## src/rtl/dpcm_apb_pkg.sv

```systemverilog
// ---------------------------------------------------------------------------
// dpcm_apb_pkg
// Shared definitions for the DPCM APB requester and the saturation
// responder's bench: FSM state encoding, datapath widths, the responder's
// saturation limit and the 16-bit predictor clamp.
// ---------------------------------------------------------------------------
package dpcm_apb_pkg;

  localparam int SAMPLE_W  = 16;            // raw sample / predictor width
  localparam int CODE_W    = 8;             // DPCM code width
  localparam int DIFF_W    = SAMPLE_W + 1;  // prediction difference width
  localparam int SAT_LIMIT = 120;           // responder clamps to +/-SAT_LIMIT

  typedef enum logic [2:0] {
    ST_IDLE     = 3'd0,
    ST_W_SETUP  = 3'd1,
    ST_W_ACCESS = 3'd2,
    ST_R_SETUP  = 3'd3,
    ST_R_ACCESS = 3'd4,
    ST_OUT      = 3'd5
  } apb_mst_state_t;

  // Saturate a 17-bit signed value to the 16-bit signed range.
  // Overflow is visible as a disagreement between the two top bits.
  function automatic logic [SAMPLE_W-1:0] clamp16(input logic [DIFF_W-1:0] v);
    logic [SAMPLE_W-1:0] r;
    if (v[DIFF_W-1] != v[DIFF_W-2]) begin
      r = v[DIFF_W-1] ? 16'h8000 : 16'h7FFF;
    end else begin
      r = v[SAMPLE_W-1:0];
    end
    return r;
  endfunction

endpackage

```

## src/rtl/dpcm_predictor.sv

```systemverilog
// ---------------------------------------------------------------------------
// dpcm_predictor
// Holds the reconstructed predictor, presents the prediction difference for
// the current input sample, and folds an accepted DPCM code back into the
// predictor with 16-bit saturation.
// Ports:
//   clk_i     clock
//   rst_i     synchronous active-high reset, clears the predictor
//   sample_i  signed raw sample (16 bits)
//   code_i    signed DPCM code to accumulate (8 bits)
//   update_i  strobe: pred <= clamp16(pred + code_i)
//   diff_o    signed sample_i - pred (17 bits, combinational)
// ---------------------------------------------------------------------------
module dpcm_predictor
  import dpcm_apb_pkg::*;
(
  input  logic                clk_i,
  input  logic                rst_i,
  input  logic [SAMPLE_W-1:0] sample_i,
  input  logic [CODE_W-1:0]   code_i,
  input  logic                update_i,
  output logic [DIFF_W-1:0]   diff_o
);

  logic [SAMPLE_W-1:0] pred_q;
  logic [SAMPLE_W-1:0] pred_d;
  logic [DIFF_W-1:0]   sum_s;

  // Both operands sign-extended to 17 bits so neither result can wrap.
  assign diff_o = {sample_i[SAMPLE_W-1], sample_i} - {pred_q[SAMPLE_W-1], pred_q};
  assign sum_s  = {pred_q[SAMPLE_W-1], pred_q}
                + {{(DIFF_W-CODE_W){code_i[CODE_W-1]}}, code_i};

  // Next predictor value: saturated accumulate on update, otherwise hold.
  always_comb begin
    pred_d = pred_q;
    if (update_i) begin
      pred_d = clamp16(sum_s);
    end else begin
      pred_d = pred_q;
    end
  end

  // Predictor register with synchronous clear.
  always_ff @(posedge clk_i) begin
    if (rst_i) begin
      pred_q <= {SAMPLE_W{1'b0}};
    end else begin
      pred_q <= pred_d;
    end
  end

endmodule

```

## src/rtl/dpcm_apb_master.sv

```systemverilog
// ---------------------------------------------------------------------------
// dpcm_apb_master
// APB requester feeding the DPCM saturation responder. A raw sample accepted
// on the input stream produces diff = sample - pred, which is written to the
// responder; the clamped value is read back, emitted as the DPCM code and
// accumulated into the predictor once the downstream takes it.
// Ports:
//   PCLK / PRESETn          clock, synchronous reset (active-HIGH despite name)
//   in_valid/in_ready/in_sample     sample input stream (16-bit signed)
//   out_valid/out_ready/out_code    code output stream (8-bit signed)
//   out_err                 transfer failed (PSLVERR or timeout)
//   PSELx/PENABLE/PWRITE/PADDR/PWDATA   APB request (all registered)
//   PREADY/PSLVERR/PRDATA   APB response
// ---------------------------------------------------------------------------
module dpcm_apb_master
  import dpcm_apb_pkg::*;
#(
  parameter logic [31:0] SAT_ADDR = 32'h0000_0000,
  parameter int          TIMEOUT  = 16
) (
  input  logic                PCLK,
  input  logic                PRESETn,
  input  logic                in_valid,
  output logic                in_ready,
  input  logic [SAMPLE_W-1:0] in_sample,
  output logic                out_valid,
  input  logic                out_ready,
  output logic [CODE_W-1:0]   out_code,
  output logic                out_err,
  output logic                PSELx,
  output logic                PENABLE,
  output logic                PWRITE,
  output logic [31:0]         PADDR,
  output logic [31:0]         PWDATA,
  input  logic                PREADY,
  input  logic                PSLVERR,
  input  logic [31:0]         PRDATA
);

  localparam int             TMO_W    = $clog2(TIMEOUT + 1);
  // Last wait cycle before expiry: the increment on this cycle would reach TIMEOUT.
  localparam logic [TMO_W-1:0] TMO_LAST = TMO_W'(TIMEOUT - 1);

  apb_mst_state_t      state_q;
  logic                in_ready_q;
  logic                out_valid_q;
  logic [CODE_W-1:0]   out_code_q;
  logic                out_err_q;
  logic                psel_q;
  logic                penable_q;
  logic                pwrite_q;
  logic [31:0]         paddr_q;
  logic [31:0]         pwdata_q;
  logic [TMO_W-1:0]    tmo_cnt_q;

  logic [DIFF_W-1:0]   diff_s;
  logic                pred_upd_s;
  logic                unused_prdata_s;

  // Only the low byte of the read data carries the code; upper bits are truncated.
  assign unused_prdata_s = ^PRDATA[31:CODE_W];

  // Predictor absorbs the code only on a successful OUT handshake.
  assign pred_upd_s = (state_q == ST_OUT) & out_ready & ~out_err_q;

  dpcm_predictor u_pred (
    .clk_i    (PCLK),
    .rst_i    (PRESETn),
    .sample_i (in_sample),
    .code_i   (out_code_q),
    .update_i (pred_upd_s),
    .diff_o   (diff_s)
  );

  assign in_ready  = in_ready_q;
  assign out_valid = out_valid_q;
  assign out_code  = out_code_q;
  assign out_err   = out_err_q;
  assign PSELx     = psel_q;
  assign PENABLE   = penable_q;
  assign PWRITE    = pwrite_q;
  assign PADDR     = paddr_q;
  assign PWDATA    = pwdata_q;

  // Transfer FSM with all stream and APB outputs registered alongside the state.
  always_ff @(posedge PCLK) begin
    if (PRESETn) begin
      state_q     <= ST_IDLE;
      in_ready_q  <= 1'b0;
      out_valid_q <= 1'b0;
      out_code_q  <= {CODE_W{1'b0}};
      out_err_q   <= 1'b0;
      psel_q      <= 1'b0;
      penable_q   <= 1'b0;
      pwrite_q    <= 1'b0;
      paddr_q     <= 32'h0000_0000;
      pwdata_q    <= 32'h0000_0000;
      tmo_cnt_q   <= {TMO_W{1'b0}};
    end else begin
      case (state_q)
        ST_IDLE: begin
          if (in_valid && in_ready_q) begin
            // Address, data and direction are loaded here so they are
            // already valid in the SETUP cycle and never move afterwards.
            state_q    <= ST_W_SETUP;
            in_ready_q <= 1'b0;
            psel_q     <= 1'b1;
            penable_q  <= 1'b0;
            pwrite_q   <= 1'b1;
            paddr_q    <= SAT_ADDR;
            pwdata_q   <= {{(32-DIFF_W){diff_s[DIFF_W-1]}}, diff_s};
          end else begin
            in_ready_q <= 1'b1;
          end
        end

        ST_W_SETUP: begin
          state_q   <= ST_W_ACCESS;
          penable_q <= 1'b1;
          tmo_cnt_q <= {TMO_W{1'b0}};
        end

        ST_W_ACCESS: begin
          if (PREADY) begin
            penable_q <= 1'b0;
            if (PSLVERR) begin
              state_q     <= ST_OUT;
              psel_q      <= 1'b0;
              out_valid_q <= 1'b1;
              out_err_q   <= 1'b1;
              out_code_q  <= {CODE_W{1'b0}};
            end else begin
              // PSELx stays high straight into the read phase.
              state_q  <= ST_R_SETUP;
              pwrite_q <= 1'b0;
            end
          end else if (tmo_cnt_q == TMO_LAST) begin
            state_q     <= ST_OUT;
            psel_q      <= 1'b0;
            penable_q   <= 1'b0;
            out_valid_q <= 1'b1;
            out_err_q   <= 1'b1;
            out_code_q  <= {CODE_W{1'b0}};
          end else begin
            tmo_cnt_q <= tmo_cnt_q + {{(TMO_W-1){1'b0}}, 1'b1};
          end
        end

        ST_R_SETUP: begin
          state_q   <= ST_R_ACCESS;
          penable_q <= 1'b1;
          tmo_cnt_q <= {TMO_W{1'b0}};
        end

        ST_R_ACCESS: begin
          if (PREADY) begin
            state_q     <= ST_OUT;
            psel_q      <= 1'b0;
            penable_q   <= 1'b0;
            out_valid_q <= 1'b1;
            out_err_q   <= PSLVERR;
            out_code_q  <= PSLVERR ? {CODE_W{1'b0}} : PRDATA[CODE_W-1:0];
          end else if (tmo_cnt_q == TMO_LAST) begin
            state_q     <= ST_OUT;
            psel_q      <= 1'b0;
            penable_q   <= 1'b0;
            out_valid_q <= 1'b1;
            out_err_q   <= 1'b1;
            out_code_q  <= {CODE_W{1'b0}};
          end else begin
            tmo_cnt_q <= tmo_cnt_q + {{(TMO_W-1){1'b0}}, 1'b1};
          end
        end

        ST_OUT: begin
          // Code and error hold until taken; ready returns in the same edge
          // so the next sample can be accepted in the first IDLE cycle.
          if (out_ready) begin
            state_q     <= ST_IDLE;
            out_valid_q <= 1'b0;
            out_err_q   <= 1'b0;
            in_ready_q  <= 1'b1;
          end else begin
            state_q <= ST_OUT;
          end
        end

        default: begin
          state_q     <= ST_IDLE;
          in_ready_q  <= 1'b0;
          out_valid_q <= 1'b0;
          out_err_q   <= 1'b0;
          psel_q      <= 1'b0;
          penable_q   <= 1'b0;
        end
      endcase
    end
  end

endmodule

```

## config.mk

```make
export PLATFORM = sky130hd
export DESIGN_NAME = dpcm_apb_master
export DESIGN_NICKNAME = d
export VERILOG_FILES = /design/src/rtl/dpcm_apb_pkg.sv /design/src/rtl/dpcm_predictor.sv /design/src/rtl/dpcm_apb_master.sv
export SDC_FILE = /design/constraint.sdc
export NUM_CORES = 1
export LEC_CHECK = 0
export BUFFER_PORTS_ARGS = -buffer_cell sky130_fd_sc_hd__clkbuf_2
export CAP_MARGIN = 5
export CORE_MARGIN = 2
export CORE_UTILIZATION = 37
export DETAILED_ROUTE_END_ITERATION = 6
export GPL_TIMING_DRIVEN = 0
export PLACE_DENSITY = 0.67
export SYNTH_ARGS = -nofsm -noshare
export SYNTH_HDL_FRONTEND = slang
export SYNTH_SLANG_ARGS = --single-unit
export TNS_END_PERCENT = 30
```

## constraint.sdc

```tcl
create_clock -name PCLK -period 3.5 [get_ports PCLK]
set_input_delay 0.175 -clock PCLK [delete_from_list [all_inputs] [get_ports PCLK]]
set_output_delay 0.175 -clock PCLK [all_outputs]
set_load 0.02 [all_outputs]
```

==> impl_metrics.toml <==
[global_route]
globalRoute.totalOverflow = 0
antenna_found_initial = 0
grt_start_max_net_pins = 18
grt_pass1_vias = 3736
grt_pass1_wl_um = 17730
track_usage_pct = 17.24

[place]
place_congestion = 0.8768
dp_hpwl_um = 8935
numPortBuffers = 75
dp.cells = 789

[cts]
cts.repair.resized = 0
clk_latency_ns = 0.30
cts_root_buf = "clkbuf_16"
htreeDepth = 2
cts_tree = "done"
post_cts_buffers = 0
cts_hold_buf = 0
cts_buffers = 5
clk_pin_slew_worst_paths_ns = 0.07
clock_sinks = 55
clock_path_buffers = 2

[critical_path]
crit_path_max_fanout = 11
cp.required_ns = 3.65
reg2reg_to = "u_pred.pred_q[13]"
timing.rr.start = "out_code[7]"
arrival_ns = 2.96
crit_type = "flop to flop"
reg2reg_setup_slack_ns = 0.69
crit_end = "u_pred.pred_q[13]"
critPathLaunch = "out_code[7]"
critical_path.endpoint_type = "flop"
cp-start-kind = "flop"
rr_worst_depth = 8

[synthesis]
synthArstFlopShare_pct = 0
ys_ff_latch = 55
synth_warnings = 0
synth.cell_area_sq_um = 4310
synth.distinct_cells = 72
synth_ff_type = "dfxtp_1"
synth-edff-count = 0
synth_common_cells = "nor2_1 (57), dfxtp_1 (55), buf_4 (48), a21oi_1 (39), ha_1 (34)"
yosysMostFrequentCell = "nor2_1"
ys_top_cells_by_area = "dfxtp_1 (26%), ha_1 (9.9%), buf_4 (8.4%), nor2_1 (5.0%), a21oi_1 (4.5%)"
syn_avg_cell_area_sq_um = 7.982
yosys.area.top_type = "dfxtp_1"
yosysTopAreaCellShare_pct = 25.54
ys_seq_area_share_pct = 25.54
syn_inst = 540

[sta]
fin_crit_sh_pct = 80.33
rsz0062_at_grt = "no"
clock_skew_ns = 0.01387
period_minus_slack_ns = 2.811
max_freq_mhz = 355.7
slew_violations = 0
hold_ws_ns = 0.1202
worst_pin_slew_ns = 1.137
slew_headroom_pct = 23.63
tns_ns = 0
hold_violations = 0
setup_viol = 0

[floorplan]
die_area_sq_um = 12530
rows = 39
ios = 132
die_h_um = 111.9
core_sq_um = 11370
die_w_um = 111.9
start_util_pct = 37.91

[layout]
fin_cells = 796
drive_gt1_share_pct = 24.50
nets = 743
fillers = 1148
diodes = 0
area_growth_pct = 18.84

[detailed_routing]
dr.pass1.iters = 5
antenna_left = 0
drc = 0
postRouteWirelength_um = 11010
via_count = 4124
vias_per_cell = 5.181
wire_per_inst_um = 13.83
drt_iter0_markers = 246

[outcome]
status = "completed"

[power_and_ir_drop]
ir_worst_vdd_mv = 0.2933
power_density_nw_per_um2 = 435.1
power_leakage_uw = 0.002299

[flow_run]
maxCapViolations = 0

[hold_path]
hold_path.class = "primary input to flop"
hold_start = "PRDATA[3]"
## layout by cell type (no fill, tap or decap), drive strengths merged, types with 3 or more instances in the layout
cell    instances
o21bai          3
nand2b          7
or3             3
a211o           6
o21a            3
nor2b           7
a311oi          3
maj3            5
nand3b          7
nor2           57
a211oi         20
a221o           3
nor4            4
nor3           20
nand2          27
a21oi          39
o21ai          33
a21boi          4
o211ai          4
a31oi           4
ha             34
buf            55
a22o            3
a22oi           8
conb           32
inv            28
dfxtp          55
nor3b           5
clkbuf         95
mux2i           3
a221oi          3
xnor2          12
a21o           13
nand3           8
nand4           3
and3            8
## power breakdown
part	switching [uW]	total, uW	internal (uW)
clock	239	504	265
sequential	60.2	766	705
combinational	594	960	366
total	893	2230	1340
## per-stage QoR
stage          util [%]  total power [uW]  instance area, sq um  setup slack (ns)
5_1_grt           45.05              2371                  5122            0.4994
2_1_floorplan         -              1477                  4427            0.8947
3_5_place_dp      43.81              1739                  4981            0.7221
4_1_cts           45.05              2236                  5122            0.6836
6_report          45.05              2229                  5122            0.6886
3_3_place_gp      43.81              1716                  4981            0.7229
## final cells by class
| cell class | count | area (sq um) | share of cell area [%] |
|---|---|---|---|
| Clock inverter | 2 | 16.27 | 0.3175 |
| Multi-Input combinational cell | 419 | 2776 | 54.20 |
| Inverter | 27 | 101.3 | 1.979 |
| Sequential cell | 55 | 1101 | 21.49 |
| Tap cell | 143 | 178.9 | 3.493 |
| Timing Repair Buffer | 75 | 375.4 | 7.328 |
| Buffer | 70 | 447.9 | 8.745 |
| Clock buffer | 5 | 125.1 | 2.443 |
## worst min path at each step
stage / slack [ns] / cells past startpoint / to
4_1_cts: 0.12 / 3 / out_code[3]
6_report: 0.12 / 3 / out_code[3]
3_3_place_gp: 0.43 / 3 / out_code[4]
3_5_place_dp: 0.43 / 3 / out_code[3]
5_1_grt: 0.13 / 3 / out_code[3]
2_1_floorplan: 0.34 / 2 / out_code[0]
## per-layer routing
layer  part of all wire, %  global-route usage (%)
met5                     0                       0
met4                   2.4                   6.179
met3                   5.7                   3.321
met2                    49                   31.64
met1                    43                   19.91
## cells by family after synthesis
family	count (synthesis)	share of synthesized area, %
compound gates	161	26.21
fa+ha+maj	41	12.08
buf+inv	97	12.74
other cells	1	0.08700
simple gates	167	19.54
xor+xnor	14	2.845
mux	4	0.9579
flops	55	25.54
## registers in the layout (all words and copies together) (netlist names)
| name | count |
|---|---|
| in_ready | 1 |
| tmo_cnt_q | 5 |
| out_valid | 1 |
| out_code | 8 |
| PSELx | 1 |
| u_pred.pred_q | 16 |
| state_q | 3 |
| out_err | 1 |
| PWRITE | 1 |
| PENABLE | 1 |
| PWDATA | 17 |
## critical path, cell delays in order (launching register included)
cell      delay (ns)
dfxtp_1         0.62
ha_1            0.36
and3_4          0.22
a22o_4          0.29
a211o_1         0.27
a211o_1         0.32
a211oi_2        0.27
maj3_2          0.25
a211oi_2        0.06
No activity file was read; power rests on OpenSTA's default activity.
